[src/rtl/fifo_sync_umbral_pkg.sv]
// Shared sizing for the lane FIFOs of the 4x4 arbiter: word width, depth,
// pointer width and the position of the destination-lane field.
package fifo_sync_umbral_pkg;

  localparam int DATA_W   = 10;
  localparam int DEPTH    = 8;
  localparam int ADDR_W   = 3;
  localparam int LANE_MSB = 9;
  localparam int LANE_LSB = 8;

  localparam logic [ADDR_W:0] FULL_COUNT = (ADDR_W+1)'(DEPTH);

  function automatic logic [1:0] lane_of(input logic [DATA_W-1:0] word);
    return word[LANE_MSB:LANE_LSB];
  endfunction

endpackage

[src/rtl/fifo_sync_umbral_memoria_dp.sv]
// DEPTH x DATA_W register array: synchronous write port, asynchronous read
// port so the head word can fall through without a read latency.
module fifo_sync_umbral_memoria_dp
  import fifo_sync_umbral_pkg::*;
(
  input  logic              i_clk,
  input  logic              i_we,
  input  logic [ADDR_W-1:0] i_wr_addr,
  input  logic [DATA_W-1:0] i_wr_data,
  input  logic [ADDR_W-1:0] i_rd_addr,
  output logic [DATA_W-1:0] o_rd_data
);

  logic [DATA_W-1:0] r_mem [DEPTH];

  always_ff @(posedge i_clk) begin
    if (i_we) begin
      r_mem[i_wr_addr] <= i_wr_data;
    end
  end

  assign o_rd_data = r_mem[i_rd_addr];

endmodule

[src/rtl/fifo_sync_umbral.sv]
// First-word-fall-through synchronous FIFO with programmable almost-full and
// almost-empty thresholds and sticky overflow/underflow flags.
module fifo_sync_umbral
  import fifo_sync_umbral_pkg::*;
(
  input  logic              i_clk,
  input  logic              i_rst,
  input  logic              i_push,
  input  logic [DATA_W-1:0] i_data_in,
  input  logic              i_pop,
  input  logic [ADDR_W:0]   i_umbral_alto,
  input  logic [ADDR_W:0]   i_umbral_bajo,
  output logic [DATA_W-1:0] o_data_out,
  output logic              o_empty,
  output logic              o_full,
  output logic              o_alm_full,
  output logic              o_alm_empty,
  output logic [ADDR_W:0]   o_count,
  output logic              o_err_overflow,
  output logic              o_err_underflow
);

  logic [ADDR_W-1:0] r_wr_ptr;
  logic [ADDR_W-1:0] r_rd_ptr;
  logic [ADDR_W:0]   r_count;
  logic              r_err_overflow;
  logic              r_err_underflow;

  logic              w_empty;
  logic              w_full;
  logic              w_push_ok;
  logic              w_pop_ok;
  logic [DATA_W-1:0] w_rd_data;

  assign w_empty = (r_count == '0);
  assign w_full  = (r_count == FULL_COUNT);

  // A pop on the same edge frees a slot, so a full FIFO still takes the push.
  assign w_push_ok = i_push && (!w_full || i_pop);
  assign w_pop_ok  = i_pop && !w_empty;

  fifo_sync_umbral_memoria_dp u_mem (
    .i_clk     (i_clk),
    .i_we      (w_push_ok),
    .i_wr_addr (r_wr_ptr),
    .i_wr_data (i_data_in),
    .i_rd_addr (r_rd_ptr),
    .o_rd_data (w_rd_data)
  );

  always_ff @(posedge i_clk) begin
    if (i_rst) begin
      r_wr_ptr        <= '0;
      r_rd_ptr        <= '0;
      r_count         <= '0;
      r_err_overflow  <= 1'b0;
      r_err_underflow <= 1'b0;
    end else begin
      if (w_push_ok) begin
        r_wr_ptr <= r_wr_ptr + ADDR_W'(1);
      end
      if (w_pop_ok) begin
        r_rd_ptr <= r_rd_ptr + ADDR_W'(1);
      end
      case ({w_push_ok, w_pop_ok})
        2'b10:   r_count <= r_count + (ADDR_W+1)'(1);
        2'b01:   r_count <= r_count - (ADDR_W+1)'(1);
        default: r_count <= r_count;
      endcase
      if (i_push && w_full && !i_pop) begin
        r_err_overflow <= 1'b1;
      end
      if (i_pop && w_empty) begin
        r_err_underflow <= 1'b1;
      end
    end
  end

  assign o_data_out      = w_empty ? '0 : w_rd_data;
  assign o_empty         = w_empty;
  assign o_full          = w_full;
  assign o_alm_full      = (r_count >= i_umbral_alto);
  assign o_alm_empty     = (r_count <= i_umbral_bajo);
  assign o_count         = r_count;
  assign o_err_overflow  = r_err_overflow;
  assign o_err_underflow = r_err_underflow;

endmodule

[config.mk]
export PLATFORM = sky130hd
export DESIGN_NAME = fifo_sync_umbral
export DESIGN_NICKNAME = d
export VERILOG_FILES = /design/src/rtl/fifo_sync_umbral_pkg.sv /design/src/rtl/fifo_sync_umbral_memoria_dp.sv /design/src/rtl/fifo_sync_umbral.sv
export SDC_FILE = /design/constraint.sdc
export NUM_CORES = 1
export LEC_CHECK = 0
export CAP_MARGIN = 20
export CELL_PAD_IN_SITES_DETAIL_PLACEMENT = 2
export CELL_PAD_IN_SITES_GLOBAL_PLACEMENT = 2
export CORE_MARGIN = 8
export CORE_UTILIZATION = 45
export CTS_CLUSTER_DIAMETER = 120
export DETAILED_ROUTE_END_ITERATION = 10
export PLACE_DENSITY = 0.85
export SLEW_MARGIN = 20
export SYNTH_ARGS = -nofsm -noshare
export SYNTH_HDL_FRONTEND = slang
export SYNTH_HIERARCHICAL = 1
export SYNTH_SLANG_ARGS = --single-unit
[constraint.sdc]
create_clock -name i_clk -period 7.1 [get_ports i_clk]
set_input_delay 2.13 -clock i_clk [delete_from_list [all_inputs] [get_ports i_clk]]
set_output_delay 2.13 -clock i_clk [all_outputs]
set_load 0.02 [all_outputs]
Word-level counts from Yosys, hierarchy flattened --
Memories as Yosys holds them, arrays and structs flattened. A register that Yosys moved wholly into a read port is not among the register bits. Index checks and enable logic that the tools add are counted. W data, S select, Z words.
Word-level totals: output and inout port bits 20, bits in registers 12, memories 1, bits in writable memories 80, word-level logic and storage cells 32
Cells by class: equal/unequal tests 3, add/sub/neg operators 4, reduce and logical (&&, ||, !) cells 11, mux-type cells 6, $lt $le $gt $ge 2
Memories:
- u_mem.r_mem | depth 8, width 10, read ports 1, clocked after Yosys merged registers in 1, wr ports 1, line fifo_sync_umbral_memoria_dp.sv:14 | logic [DATA_W-1:0] r_mem [DEPTH];
Operator list (number):
- $mux W10 | 1
- $pmux W4 S2 | 1
- $add A3 B1 Y3 const B | 2
- $mux W3 | 2
- $logic_and A1 B1 Y1 | 5
- $add A4 B1 Y4 const B | 1
- $eq A4 B4 Y1 const B | 1
- $ge A4 B4 Y1 | 1
- $le A4 B4 Y1 | 1
- $logic_not A4 Y1 | 1
- $sub A4 B1 Y4 const B | 1
- $logic_not A1 Y1 | 3
- $eq A2 B1 Y1 const B | 1
- $eq A2 B2 Y1 const B | 1
- $mux W1 | 2
- $reduce_bool A2 Y1 | 1
- $logic_or A1 B1 Y1 | 1

Logic depth before layout (Yosys ltp) --
Gate-level depths: netlist of run 1.
depth in word-level cells 6, depth in mapped cells 10, depth with buffers taken out 9

By module --
Netlist of run 1, hierarchy kept.
Modules (own cells, without submodules):
- fifo_sync_umbral_memoria_dp | cells each 128, sequential area each 2402.3 um2, area each 3133.0 um2, times used 1
- fifo_sync_umbral | cells each 99, sequential area each 240.2 um2, area each 870.8 um2, times used 1

Worst setup path after synthesis of run 1 --
No wires, ideal clock.
path kind input port to output port, start in i_umbral_bajo[1], end out o_alm_empty, path slack 1.623 ns, path buffers 0, stages on the path 6, arrival 3.347 ns, data required time 4.970 ns, cell sequence inv_1 > ha_1 > nor2b_1 > o21a_1 > o21a_1 > o21ai_0
On the way: cells in the longest elaborated chain, start to end 1
Ends and longest elaborated chain:
- start: declaration | line fifo_sync_umbral.sv:12 | input logic [ADDR_W:0] i_umbral_bajo,
- $le A4 B4 Y1 | line fifo_sync_umbral.sv:83 | assign o_alm_empty = (r_count <= i_umbral_bajo);
- end: declaration | line fifo_sync_umbral.sv:17 | output logic o_alm_empty,
Every way passes these cells.

Final worst setup path of run 1 --
Ends and elaborated chain as after synthesis.

==> metrics.log, run 1 <==
INFO  metric status = completed
INFO  metric worstRegToRegCells = 10
INFO  metric timing.slew.headroom = 0.277
INFO  metric finalMaxSlewViolations = 0
INFO  metric vdd_drop_max = 0.135 mV
INFO  metric post_route_cells_drive_above_1_share = 0.144
INFO  metric floorplan.initialDensity = 0.461
INFO  metric synth_simple_gate_area_share = 0.0634
INFO  metric cts-resized-gates = 0
INFO  metric post-route-cell-area = 4770 sq um
INFO  metric dieArea = 12200 sq um
INFO  metric count_of_flip_flops_with_a_built_in_enable_after_synthesis = 80
INFO  metric biggest_area_consumer_among_synthesized_cells = edfxtp_1
INFO  metric yosys.area_share.adder = 0.0406
INFO  metric summed_instance_area_of_the_synthesized_netlist = 4000 sq um
INFO  metric async_flop_share = 0
INFO  metric r2r_slack = 4.08 ns
INFO  metric tns = 0 ns
INFO  metric yosys_register_bits = 92
INFO  metric initialDrtViolationCount = 79
INFO  metric fin_ws = 0.811 ns
INFO  metric setup_viol = 0
INFO  metric netlist_top_cells_count = edfxtp_1, mux4_1, nor2_1
INFO  metric floorplan.rows = 34
INFO  metric synth_top_cell_area_share = 0.600
INFO  metric firstDrtPassIters = 4
INFO  metric synth_xor_xnor_area_share = 0.0153
INFO  metric max_freq = 159 MHz
INFO  metric grt.total_usage = 0.172
INFO  metric antenna_violations_before_repair = 0
INFO  metric crit_path_max_fanout = 2
INFO  metric report.power.total = 1.53 mW
INFO  metric instances_no_fill = 392
INFO  metric place_congestion = 0.654
INFO  metric synth-main-ff-cell = edfxtp_1
INFO  metric postRouteWirelength = 9770 microns
INFO  metric post_cts_buffers = 0
INFO  metric utilization = 0.550
INFO  metric area.growth.synth_to_final = 19.2%
INFO  metric clock_path_buffers = 2
INFO  metric ctsRootBufferMaster = clkbuf_8
INFO  metric rsz0062_at_grt = no
INFO  metric grt_start_max_net_pins = 22
INFO  metric cts_inserted_buffers = 9
INFO  metric worstSetupStartpointType = input port
INFO  metric pre_cts_ws = 0.798 ns
INFO  metric cts-htree-levels = 3
INFO  metric net_count_final = 314
INFO  metric leakage = 1.67 nW
INFO  metric avgSynthCellArea = 17.6 sq um
INFO  metric numClockSinks = 92
INFO  metric most_frequent_cell_after_synthesis = edfxtp_1
INFO  metric dpl.hpwl = 6960 microns
INFO  metric ys_top_cells_by_area = edfxtp_1, mux4_1, dfxtp_1, ha_1, mux2_2
INFO  metric worst-setup-path-type = in2out
INFO  metric final.setup_skew = 0.00747 ns
INFO  metric timing.critical_path.required = 4.97 ns
INFO  metric clkLatencyLatePin = 0.36 ns
INFO  metric report.final.hold_viol_count = 0
INFO  metric min_path_type = reg2reg
INFO  metric finalCritPeriodShare = 0.886
INFO  metric clkSlewWorstSetupHoldPaths = 0.08 ns
INFO  metric drc = 0
INFO  metric design.core.area = 8680 sq um
INFO  metric routed_wire_length_per_instance = 24.9 microns
INFO  metric hold_buffers = 0
INFO  metric max-cap-violations = 0
INFO  metric ys_types = 32
INFO  metric synth.yosys.warnings = 6
INFO  metric tightest_slew = 1.08 ns
INFO  metric port_buffers = 41
INFO  metric fraction_of_the_mapped_netlist_area_in_compound_gates = 0.0275
INFO  metric net_count_of_the_mapped_netlist = 262
INFO  metric grt_remaining_overflow = 0
INFO  metric crit_path_end_kind = primary output
INFO  metric synth.yosys.seq_area_share = 0.660
INFO  metric pwr_density_cell = 320 nW/um^2
INFO  metric synth_mux_area_frac = 0.170
INFO  metric cts_tree = done
INFO  metric drt-vias-per-instance = 5.61
INFO  metric synth_top_family_by_area = multiplexers
INFO  metric floorplan_die_width = 110 microns
INFO  metric hold_path_depth = 2
INFO  metric dpl_cell_area = 4570 sq um
INFO  metric final_period_minus_worst_setup_slack = 6.29 ns
INFO  metric insertedDiodeCount = 0
INFO  metric first_pass_grt_wire_length = 14800 microns
INFO  metric place.detailed.instances = 376
INFO  metric whs = 0.477 ns
INFO  metric boundaryPins = 42
INFO  metric antenna_left = 0
INFO  metric r2r_end = o_count[2]
INFO  metric holdCritStartpoint = o_err_overflow
INFO  metric grt_pass1_vias = 2515
INFO  metric die_height = 110 microns
INFO  metric synthesized_instance_count = 227
INFO  metric r2r_start = o_count[1]
INFO  metric detailroute.via_count = 2198
INFO  metric critical_path_arrival = 4.16 ns
INFO  metric hold-path-endpoint = o_err_overflow
-- power breakdown --
group	internal, mW	total [mW]	switching, mW	leakage (nW)
combinational	0.254	0.509	0.255	0.755
sequential	0.620	0.665	0.0449	0.825
clock	0.166	0.355	0.188	0.0946
total	1.04	1.53	0.488	1.67
-- worst max-delay path: stages --
cell             delay [ns]
clkdlybuf4s50_1        0.46
inv_1                  0.04
ha_1                   0.30
nor2b_1                0.15
o21a_1                 0.17
o21a_1                 0.16
o21ai_0                0.13
clkdlybuf4s50_1        0.62
-- cells in the final DEF, fill, tap and decap left out, types with 2 or more instances in the layout --
| master | Yosys | layout |
|---|---|---|
| xor2_1 | 6 | 6 |
| nor2b_1 | 13 | 13 |
| ha_1 | 13 | 13 |
| edfxtp_1 | 80 | 80 |
| dfxtp_1 | 12 | 12 |
| o21a_1 | 2 | 2 |
| buf_6 | 3 | 2 |
| o21ai_0 | 3 | 3 |
| mux4_1 | 20 | 20 |
| clkdlybuf4s50_1 | 0 | 41 |
| mux2i_1 | 3 | 3 |
| clkinv_4 | 0 | 2 |
| nor2_1 | 20 | 18 |
| nand2b_1 | 4 | 4 |
| mux2_2 | 11 | 11 |
| clkinvlp_4 | 0 | 2 |
| a21o_1 | 3 | 3 |
| buf_4 | 2 | 5 |
| nand2_1 | 2 | 2 |
| a21oi_1 | 5 | 5 |
| nor2_2 | 0 | 2 |
| inv_1 | 9 | 9 |
| clkbuf_8 | 0 | 9 |
-- per-layer routing --
layer | global-route usage | vias to the layer above | share of wire
met3 | 0.0384 | 10 | 0.047
li1 | - | 995 | -
met2 | 0.313 | 55 | 0.55
met5 | 0 | - | 0
met4 | 0.0609 | 0 | 0.014
met1 | 0.193 | 1138 | 0.39
-- state kept, by name, indices dropped and copies added, names as in the netlist --
signal,flops
r_rd_ptr,3
o_err_overflow,1
o_err_underflow,1
r_wr_ptr,3
u_mem/r_mem,80
o_count,4
-- cell families (layout without fill, tap and decap cells) --
group	after synthesis	in the layout
adder cells (fa/ha/maj)	13	13
XOR/XNOR	7	7
multiplexers	34	34
buffers and inverters	17	74
flip-flops	92	92
AND/OR/NAND/NOR	48	48
AO/OA/AOI/OAI	16	16
-- layout make-up --
type                            instances  area [sq um]
Clock buffer                           10           128
Multi-Input combinational cell        118          1280
Tap cell                              108           135
Clock inverter                          6          73.8
Fill cell                             771          3910
Inverter                                9          33.8
Sequential cell                        92          2640
Timing Repair Buffer                   49           475
-- worst max path at each step --
stage / from / end / slack, ns / cells past startpoint
after floorplan: i_umbral_bajo[1] / o_alm_empty / 1.62 / 6
after global placement: i_umbral_bajo[1] / o_alm_empty / 0.86 / 8
after detailed placement: i_umbral_bajo[1] / o_alm_empty / 0.80 / 8
after CTS: i_umbral_bajo[1] / o_alm_empty / 0.79 / 8
after global routing: i_umbral_bajo[1] / o_alm_empty / 0.76 / 8
final: i_umbral_bajo[1] / o_alm_empty / 0.81 / 8
Power figures use the tool's default switching activity.
==> inputs of run 2 (changes only) <==
--- a/config.mk
+++ b/config.mk
@@ -5,6 +5,7 @@
 export SDC_FILE = /design/constraint.sdc
 export NUM_CORES = 1
 export LEC_CHECK = 0
+export ABC_CLOCK_PERIOD_IN_PS = 7100
 export CAP_MARGIN = 20
 export CELL_PAD_IN_SITES_DETAIL_PLACEMENT = 2
 export CELL_PAD_IN_SITES_GLOBAL_PLACEMENT = 2
@@ -12,9 +13,8 @@
 export CORE_UTILIZATION = 45
 export CTS_CLUSTER_DIAMETER = 120
 export DETAILED_ROUTE_END_ITERATION = 10
-export PLACE_DENSITY = 0.85
+export PLACE_DENSITY = 0.86
 export SLEW_MARGIN = 20
 export SYNTH_ARGS = -nofsm -noshare
 export SYNTH_HDL_FRONTEND = slang
-export SYNTH_HIERARCHICAL = 1
 export SYNTH_SLANG_ARGS = --single-unit
==> run 2 against run 1 <==
Effect of this change:
- combinational power rose by 23%
- final cell count up 0.26%
- critical path depth did not move
- fmax shrank 0.66%
- via count increased by 0.32%
- register-to-register slack improved by 0.03 ns
- non-clock buffer count unchanged
- sequential share of layout area rose by 1.8 points
- clock power rose by 7.6%
- critical path type unchanged
- highest routed layer unchanged
==> metrics.log, run 2 <==
INFO  metric post_route_cells_drive_above_1_share = 0.165 (+0.0205)
INFO  metric antenna_violations_before_repair = 0 (unchanged)
INFO  metric synthesized_instance_count = 230 (+1.3%)
INFO  metric ys_top_cells_by_area = edfxtp_1, mux4_2, dfxtp_1, ha_1, mux2i_1
INFO  metric drc = 0 (unchanged)
INFO  metric area.growth.synth_to_final = 19.9%
INFO  metric cts-resized-gates = 0 (unchanged)
INFO  metric synth-main-ff-cell = edfxtp_1
INFO  metric r2r_start = o_count[1]
INFO  metric first_pass_grt_wire_length = 15600 microns (+5.6%)
INFO  metric most_frequent_cell_after_synthesis = edfxtp_1
INFO  metric avgSynthCellArea = 17.1 sq um (-2.8%)
INFO  metric report.final.hold_viol_count = 0 (unchanged)
INFO  metric critical_path.startpoint = i_umbral_bajo[1]
INFO  metric finalCritPeriodShare = 0.892 (+0.00591)
INFO  metric cts_inserted_buffers = 9 (unchanged)
INFO  metric holdCritStartpoint = o_err_underflow
INFO  metric synth_simple_gate_area_share = 0.0577 (-0.00570)
INFO  metric min_path_type = reg2reg
INFO  metric initialDrtViolationCount = 109 (+38%)
INFO  metric timing.slew.headroom = 0.276 (about the same)
INFO  metric count_of_flip_flops_with_a_built_in_enable_after_synthesis = 80 (unchanged)
INFO  metric floorplan.rows = 34 (unchanged)
INFO  metric clkSlewWorstSetupHoldPaths = 0.09 ns (about the same)
INFO  metric tns = 0 ns (unchanged)
INFO  metric ys_types = 33 (+3.1%)
INFO  metric antenna_left = 0 (unchanged)
INFO  metric post-route-cell-area = 4730 sq um (-0.94%)
INFO  metric worst-setup-path-type = in2out
INFO  metric leakage = 1.61 nW (-4.0%)
INFO  metric firstDrtPassIters = 4 (unchanged)
INFO  metric most_common_cell_after_layout_fill_and_taps_aside = edfxtp_1
INFO  metric detailroute.via_count = 2205 (+0.32%)
INFO  metric async_flop_share = 0 (unchanged)
INFO  metric grt_pass1_vias = 2529 (+0.56%)
INFO  metric setup_viol = 0 (unchanged)
INFO  metric boundaryPins = 42 (unchanged)
INFO  metric pwr_density_cell = 361 nW/um^2 (+13%)
INFO  metric synth_xor_xnor_area_share = 0.0155 (+0.000233)
INFO  metric dpl.hpwl = 6740 microns (-3.2%)
INFO  metric crit_path_end_kind = primary output
INFO  metric final.setup_skew = 0.0120 ns (+0.00457 ns)
INFO  metric net_count_final = 316 (+0.64%)
INFO  metric max_freq = 158 MHz (-0.66%)
INFO  metric critical_path_arrival = 4.20 ns (+0.04 ns)
INFO  metric summed_instance_area_of_the_synthesized_netlist = 3940 sq um (-1.5%)
INFO  metric crit_path_max_fanout = 2 (unchanged)
INFO  metric yosys_register_bits = 95 (+3.3%)
INFO  metric utilization = 0.550 (about the same)
INFO  metric status = completed
INFO  metric place_congestion = 0.696 (+6.3%)
INFO  metric leading_cell_types_in_the_layout_fill_and_taps_excluded = edfxtp_1, clkdlybuf4s50_1, nor2_1, mux4_2, dfxtp_1
INFO  metric floorplan_die_width = 110 microns (-0.64%)
INFO  metric dpl_cell_area = 4510 sq um (-1.3%)
INFO  metric finalMaxSlewViolations = 0 (unchanged)
INFO  metric insertedDiodeCount = 0 (unchanged)
INFO  metric fraction_of_the_mapped_netlist_area_in_compound_gates = 0.0301 (+0.00264)
INFO  metric timing.critical_path.cells = clkdlybuf4s50_1 > inv_1 > ha_1 > nor2b_1 > o21a_1 > o21a_1 > o21ai_0 > clkdlybuf4s50_1
INFO  metric synth_top_family_by_area = multiplexers
INFO  metric worst_path_largest_cell_delay = 0.63 ns (about the same)
INFO  metric dieArea = 12000 sq um (-1.3%)
INFO  metric cts_tree = done
INFO  metric yosys.area_share.adder = 0.0412 (+0.000619)
INFO  metric biggest_area_consumer_among_synthesized_cells = edfxtp_1
INFO  metric floorplan.initialDensity = 0.459 (-0.00242)
INFO  metric largest_register = u_mem.r_mem
INFO  metric grt.total_usage = 0.184 (+0.0123)
INFO  metric design.core.area = 8590 sq um (-0.98%)
INFO  metric timing.critical_path.required = 4.97 ns (about the same)
INFO  metric post_cts_buffers = 0 (unchanged)
INFO  metric clock_path_buffers = 2 (unchanged)
INFO  metric final_period_minus_worst_setup_slack = 6.33 ns (+0.0419 ns)
INFO  metric hold_buffers = 0 (unchanged)
INFO  metric vdd_drop_max = 0.179 mV (+32%)
INFO  metric cts-htree-levels = 3 (unchanged)
INFO  metric routed_wire_length_per_instance = 26.4 microns (+5.9%)
INFO  metric net_count_of_the_mapped_netlist = 265 (+1.1%)
INFO  metric synth.yosys.seq_area_share = 0.685 (+0.0253)
INFO  metric synth.yosys.warnings = 0 (-6)
INFO  metric ctsRootBufferMaster = clkbuf_8
INFO  metric whs = 0.488 ns (+0.0112 ns)
INFO  metric grt_start_max_net_pins = 21 (-4.5%)
INFO  metric netlist_top_cells_count = edfxtp_1, nor2_1, mux4_2
INFO  metric max-cap-violations = 0 (unchanged)
INFO  metric rsz0062_at_grt = no
INFO  metric grt_remaining_overflow = 0 (unchanged)
INFO  metric die_height = 110 microns (-0.64%)
INFO  metric synth_top_cell_area_share = 0.609 (+0.00914)
INFO  metric port_buffers = 41 (unchanged)
INFO  metric synth_mux_area_frac = 0.150 (-0.0196)
INFO  metric postRouteWirelength = 10400 microns (+6.1%)
INFO  metric numClockSinks = 95 (+3.3%)
INFO  metric tightest_slew = 1.08 ns (+0.00218 ns)
INFO  metric worstSetupStartpointType = input port
INFO  metric clkLatencyLatePin = 0.36 ns (about the same)
INFO  metric critPathSlowestCell = clkdlybuf4s50_1
INFO  metric drt-vias-per-instance = 5.61 (about the same)
INFO  metric r2r_slack = 4.11 ns (+0.03 ns)
INFO  metric largest_register_ff_count = 80 (unchanged)
run 2: critical path, delay by kind of cell:
kind,cells,cell delay [ns]
adder cells (fa/ha/maj),1,0.31
AO/OA/AOI/OAI,3,0.46
AND/OR/NAND/NOR,1,0.16
buffers and inverters,3,1.14
run 2: final cells by class:
class	instances	area, sq um
fill	735	3870
sequential	95	2700
multi-input combinational	118	1180
timing repair buffer	49	470
tap	108	135
clock buffer	10	128
clock inverter	5	83.8
inverter	8	30.0
run 2: cells by family (layout without fill, tap and decap cells):
logic type	after synthesis	in the layout
simple gates	47	47
compound gates	17	17
buf+inv	17	72
flops	95	95
xor+xnor	7	7
mux	34	34
fa+ha+maj	13	13
run 2: per-layer routing:
layer / GRT usage / routed length (microns)
met1: 0.228 / 4450
met2: 0.319 / 5430
met3: 0.0322 / 360
met4: 0.0627 / 134
met5: 0 / 0
run 2: through the flow:
stage	cells	power [mW]	worst slack, ns
2_1_floorplan	230	1.06	1.62
3_3_place_gp	377	1.28	0.866
3_5_place_dp	377	1.33	0.716
4_1_cts	392	1.73	0.749
5_1_grt	393	1.78	0.676
6_report	393	1.71	0.769
run 2: power by group:
group          internal, mW  switching, mW
sequential            0.647         0.0519
combinational         0.295          0.332
clock                 0.197          0.185
total                  1.14          0.569
run 2: final timing paths:
path | cells past startpoint | to
max | 8 | o_alm_empty
min | 2 | o_err_underflow
max reg2reg | 9 | o_count[2]
min reg2reg | 2 | o_err_underflow
==> inputs of run 3 (changes only) <==
--- a/config.mk
+++ b/config.mk
@@ -10,11 +10,13 @@
 export CELL_PAD_IN_SITES_DETAIL_PLACEMENT = 2
 export CELL_PAD_IN_SITES_GLOBAL_PLACEMENT = 2
 export CORE_MARGIN = 8
-export CORE_UTILIZATION = 45
+export CORE_UTILIZATION = 40
 export CTS_CLUSTER_DIAMETER = 120
 export DETAILED_ROUTE_END_ITERATION = 10
-export PLACE_DENSITY = 0.86
+export GPL_TIMING_DRIVEN = 0
+export PLACE_DENSITY = 0.77
 export SLEW_MARGIN = 20
 export SYNTH_ARGS = -nofsm -noshare
 export SYNTH_HDL_FRONTEND = slang
+export SYNTH_HIERARCHICAL = 1
 export SYNTH_SLANG_ARGS = --single-unit
==> run 3 against run 2 <==
Effect of this change:
- sequential power down 6.9%
- sequential cell count fell by 3
- via count shrank 1.9%
- clock skew fell by 0.0034 ns
- non-clock buffer count rose by 2
- final cell count increased by 6.4%
- largest cell class unchanged
- largest power group unchanged
- count of clock-buffer cells in the layout fell by 1
- wire length shrank 11%
- hold slack got worse by 0.011 ns
- utilization fell by 5.5 points
==> metrics.log, run 3 (synthesis results as in run 1) <==
INFO  metric cts-htree-levels = 3 (unchanged)
INFO  metric clock_path_buffers = 2 (unchanged)
INFO  metric critical_path_arrival = 4.19 ns (about the same)
INFO  metric most_common_cell_after_layout_fill_and_taps_aside = edfxtp_1
INFO  metric drc = 0 (unchanged)
INFO  metric critPathSlowestCell = clkdlybuf4s50_1
INFO  metric post_route_cells_drive_above_1_share = 0.144 (-0.0211)
INFO  metric antenna_left = 0 (unchanged)
INFO  metric design.core.area = 9730 sq um (+13%)
INFO  metric grt_pass1_vias = 2465 (-2.5%)
INFO  metric grtUsageMet2 = 0.261 (-0.0574)
INFO  metric floorplan.rows = 36 (+5.9%)
INFO  metric r2r_end = o_count[2]
INFO  metric tns = 0 ns (unchanged)
INFO  metric ctsRootBufferMaster = clkbuf_8
INFO  metric hold_buffers = 0 (unchanged)
INFO  metric postRouteWirelength = 9230 microns (-11%)
INFO  metric status = completed
INFO  metric final_period_minus_worst_setup_slack = 6.32 ns (-0.0120 ns)
INFO  metric worst_path_largest_cell_delay = 0.65 ns (+0.02 ns)
INFO  metric cts-resized-gates = 0 (unchanged)
INFO  metric timing.critical_path.buf_inv = 3 (unchanged)
INFO  metric pre_cts_ws = 0.746 ns (+0.0292 ns)
INFO  metric tightest_slew = 1.08 ns (-0.00400 ns)
INFO  metric timing.slew.headroom = 0.279 (+0.00268)
INFO  metric cts_tree = done
INFO  metric initialDrtViolationCount = 63 (-42%)
INFO  metric numClockSinks = 92 (-3.2%)
INFO  metric worstSetupStartpointType = input port
INFO  metric grt_start_max_net_pins = 17 (-19%)
INFO  metric timing.critical_path.cells = clkdlybuf4s50_1 > inv_1 > ha_1 > nor2b_1 > o21a_1 > o21a_1 > o21ai_0 > clkdlybuf4s50_1
INFO  metric crit_path_end_kind = primary output
INFO  metric antenna_violations_before_repair = 0 (unchanged)
INFO  metric die_height = 116 microns (+5.9%)
INFO  metric holdCritStartpoint = o_err_overflow
INFO  metric leading_cell_types_in_the_layout_fill_and_taps_excluded = edfxtp_1, clkdlybuf4s50_1, mux4_1, nor2_1
INFO  metric detailroute.via_count = 2163 (-1.9%)
INFO  metric place_congestion = 0.679 (-2.3%)
INFO  metric port_buffers = 41 (unchanged)
INFO  metric firstDrtPassIters = 4 (unchanged)
INFO  metric routed_wire_length_per_instance = 22.1 microns (-16%)
INFO  metric largest_register = u_mem/r_mem
INFO  metric post_cts_buffers = 0 (unchanged)
INFO  metric grt.total_usage = 0.147 (-0.0369)
INFO  metric finalMaxSlewViolations = 0 (unchanged)
INFO  metric floorplan_die_width = 116 microns (+5.9%)
INFO  metric min_path_type = reg2reg
INFO  metric final.setup_skew = 0.00861 ns (-0.00343 ns)
INFO  metric largest_register_ff_count = 80 (unchanged)
INFO  metric floorplan.initialDensity = 0.412 (-0.0474)
INFO  metric boundaryPins = 42 (unchanged)
INFO  metric report.final.hold_viol_count = 0 (unchanged)
INFO  metric pwr_density_cell = 317 nW/um^2 (-12%)
INFO  metric max-cap-violations = 0 (unchanged)
INFO  metric finalCritPeriodShare = 0.890 (-0.00169)
INFO  metric post-route-cell-area = 4820 sq um (+1.9%)
INFO  metric hold-path-endpoint = o_err_overflow
INFO  metric report.power.total = 1.53 mW (-11%)
INFO  metric worst-setup-path-type = in2out
INFO  metric leakage = 1.68 nW (+4.4%)
INFO  metric hold_path_depth = 2 (unchanged)
INFO  metric max_freq = 158 MHz (+0.19%)
INFO  metric vdd_drop_max = 0.148 mV (-17%)
INFO  metric dieArea = 13500 sq um (+12%)
INFO  metric clkSlewWorstSetupHoldPaths = 0.09 ns (about the same)
INFO  metric grt_util_met3 = 0.0307 (-0.00149)
INFO  metric worstRegToRegCells = 10 (+1)
INFO  metric dpl.hpwl = 6470 microns (-4.0%)
INFO  metric r2r_start = o_count[1]
INFO  metric insertedDiodeCount = 0 (unchanged)
INFO  metric r2r_slack = 3.96 ns (-0.15 ns)
INFO  metric cts_inserted_buffers = 9 (unchanged)
INFO  metric critPathTopFamily = buffers and inverters
INFO  metric area.growth.synth_to_final = 20.3%
INFO  metric first_pass_grt_wire_length = 14300 microns (-8.6%)
INFO  metric grt_remaining_overflow = 0 (unchanged)
INFO  metric dpl_cell_area = 4620 sq um (+2.5%)
INFO  metric net_count_final = 316 (unchanged)
INFO  metric clkLatencyLatePin = 0.35 ns (about the same)
INFO  metric grt.busiest_layer = met2
INFO  metric setup_viol = 0 (unchanged)
INFO  metric drt-vias-per-instance = 5.17 (-7.8%)
INFO  metric timing.critical_path.required = 4.97 ns (about the same)
INFO  metric rsz0062_at_grt = no
INFO  metric fin_ws = 0.781 ns (+0.0120 ns)
INFO  metric whs = 0.477 ns (-0.0110 ns)
INFO  metric crit_path_max_fanout = 2 (unchanged)
INFO  metric gr_util_met1 = 0.171 (-0.0570)
## run 3: cell count changes in the layout (fill, tap and decap cells not counted), sizes merged, moves of 2 or more
| cell | previous run | this run |
|---|---|---|
| nor3 | 4 | 2 |
| dfxtp | 15 | 12 |
| nor2b | 5 | 13 |
| inv | 8 | 11 |
| nor2 | 26 | 20 |
| mux2 | 1 | 11 |
| mux2i | 13 | 3 |
## run 3: final cells by class
class | instances | area, sq um
plain buffers | 8 | 60.1
clock buffers | 9 | 124
clock inverters | 6 | 72.6
fillers | 896 | 4910
inverters | 9 | 33.8
multi-input cells | 118 | 1280
flip-flops and latches | 92 | 2640
well taps | 133 | 166
repair buffers | 43 | 433
## run 3: report_power, final
group          switching [mW]  internal (mW)
Sequential             0.0304          0.620
Combinational           0.265          0.260
Clock                   0.186          0.165
Total                   0.482           1.04
## run 3: how the worst max path moves through the flow
stage | cells past startpoint | startpoint | endpoint | slack, ns
finish | 8 | i_umbral_bajo[1] | o_alm_empty | 0.78
CTS | 8 | i_umbral_bajo[1] | o_alm_empty | 0.75
floorplan | 6 | i_umbral_bajo[1] | o_alm_empty | 1.62
global placement | 8 | i_umbral_bajo[1] | o_alm_empty | 0.81
global route | 8 | i_umbral_bajo[1] | o_alm_empty | 0.63
detailed placement | 8 | i_umbral_bajo[1] | o_alm_empty | 0.75
## run 3: layer usage
metal,up-vias,routed length [microns]
met5,-,0
met4,0,125
met3,10,311
met2,33,4980
met1,1116,3810
li1,1004,-
## run 3: worst min-delay path: stages, from the launching register on
cell,delay [ns]
dfxtp_1,0.34
a21oi_1,0.04
nor2_1,0.07
## run 3: through the flow
step,cells,utilization
after floorplan,227,-
after global placement,401,0.471
after detailed placement,403,0.475
after CTS,418,0.495
after global routing,418,0.495
final,418,0.495
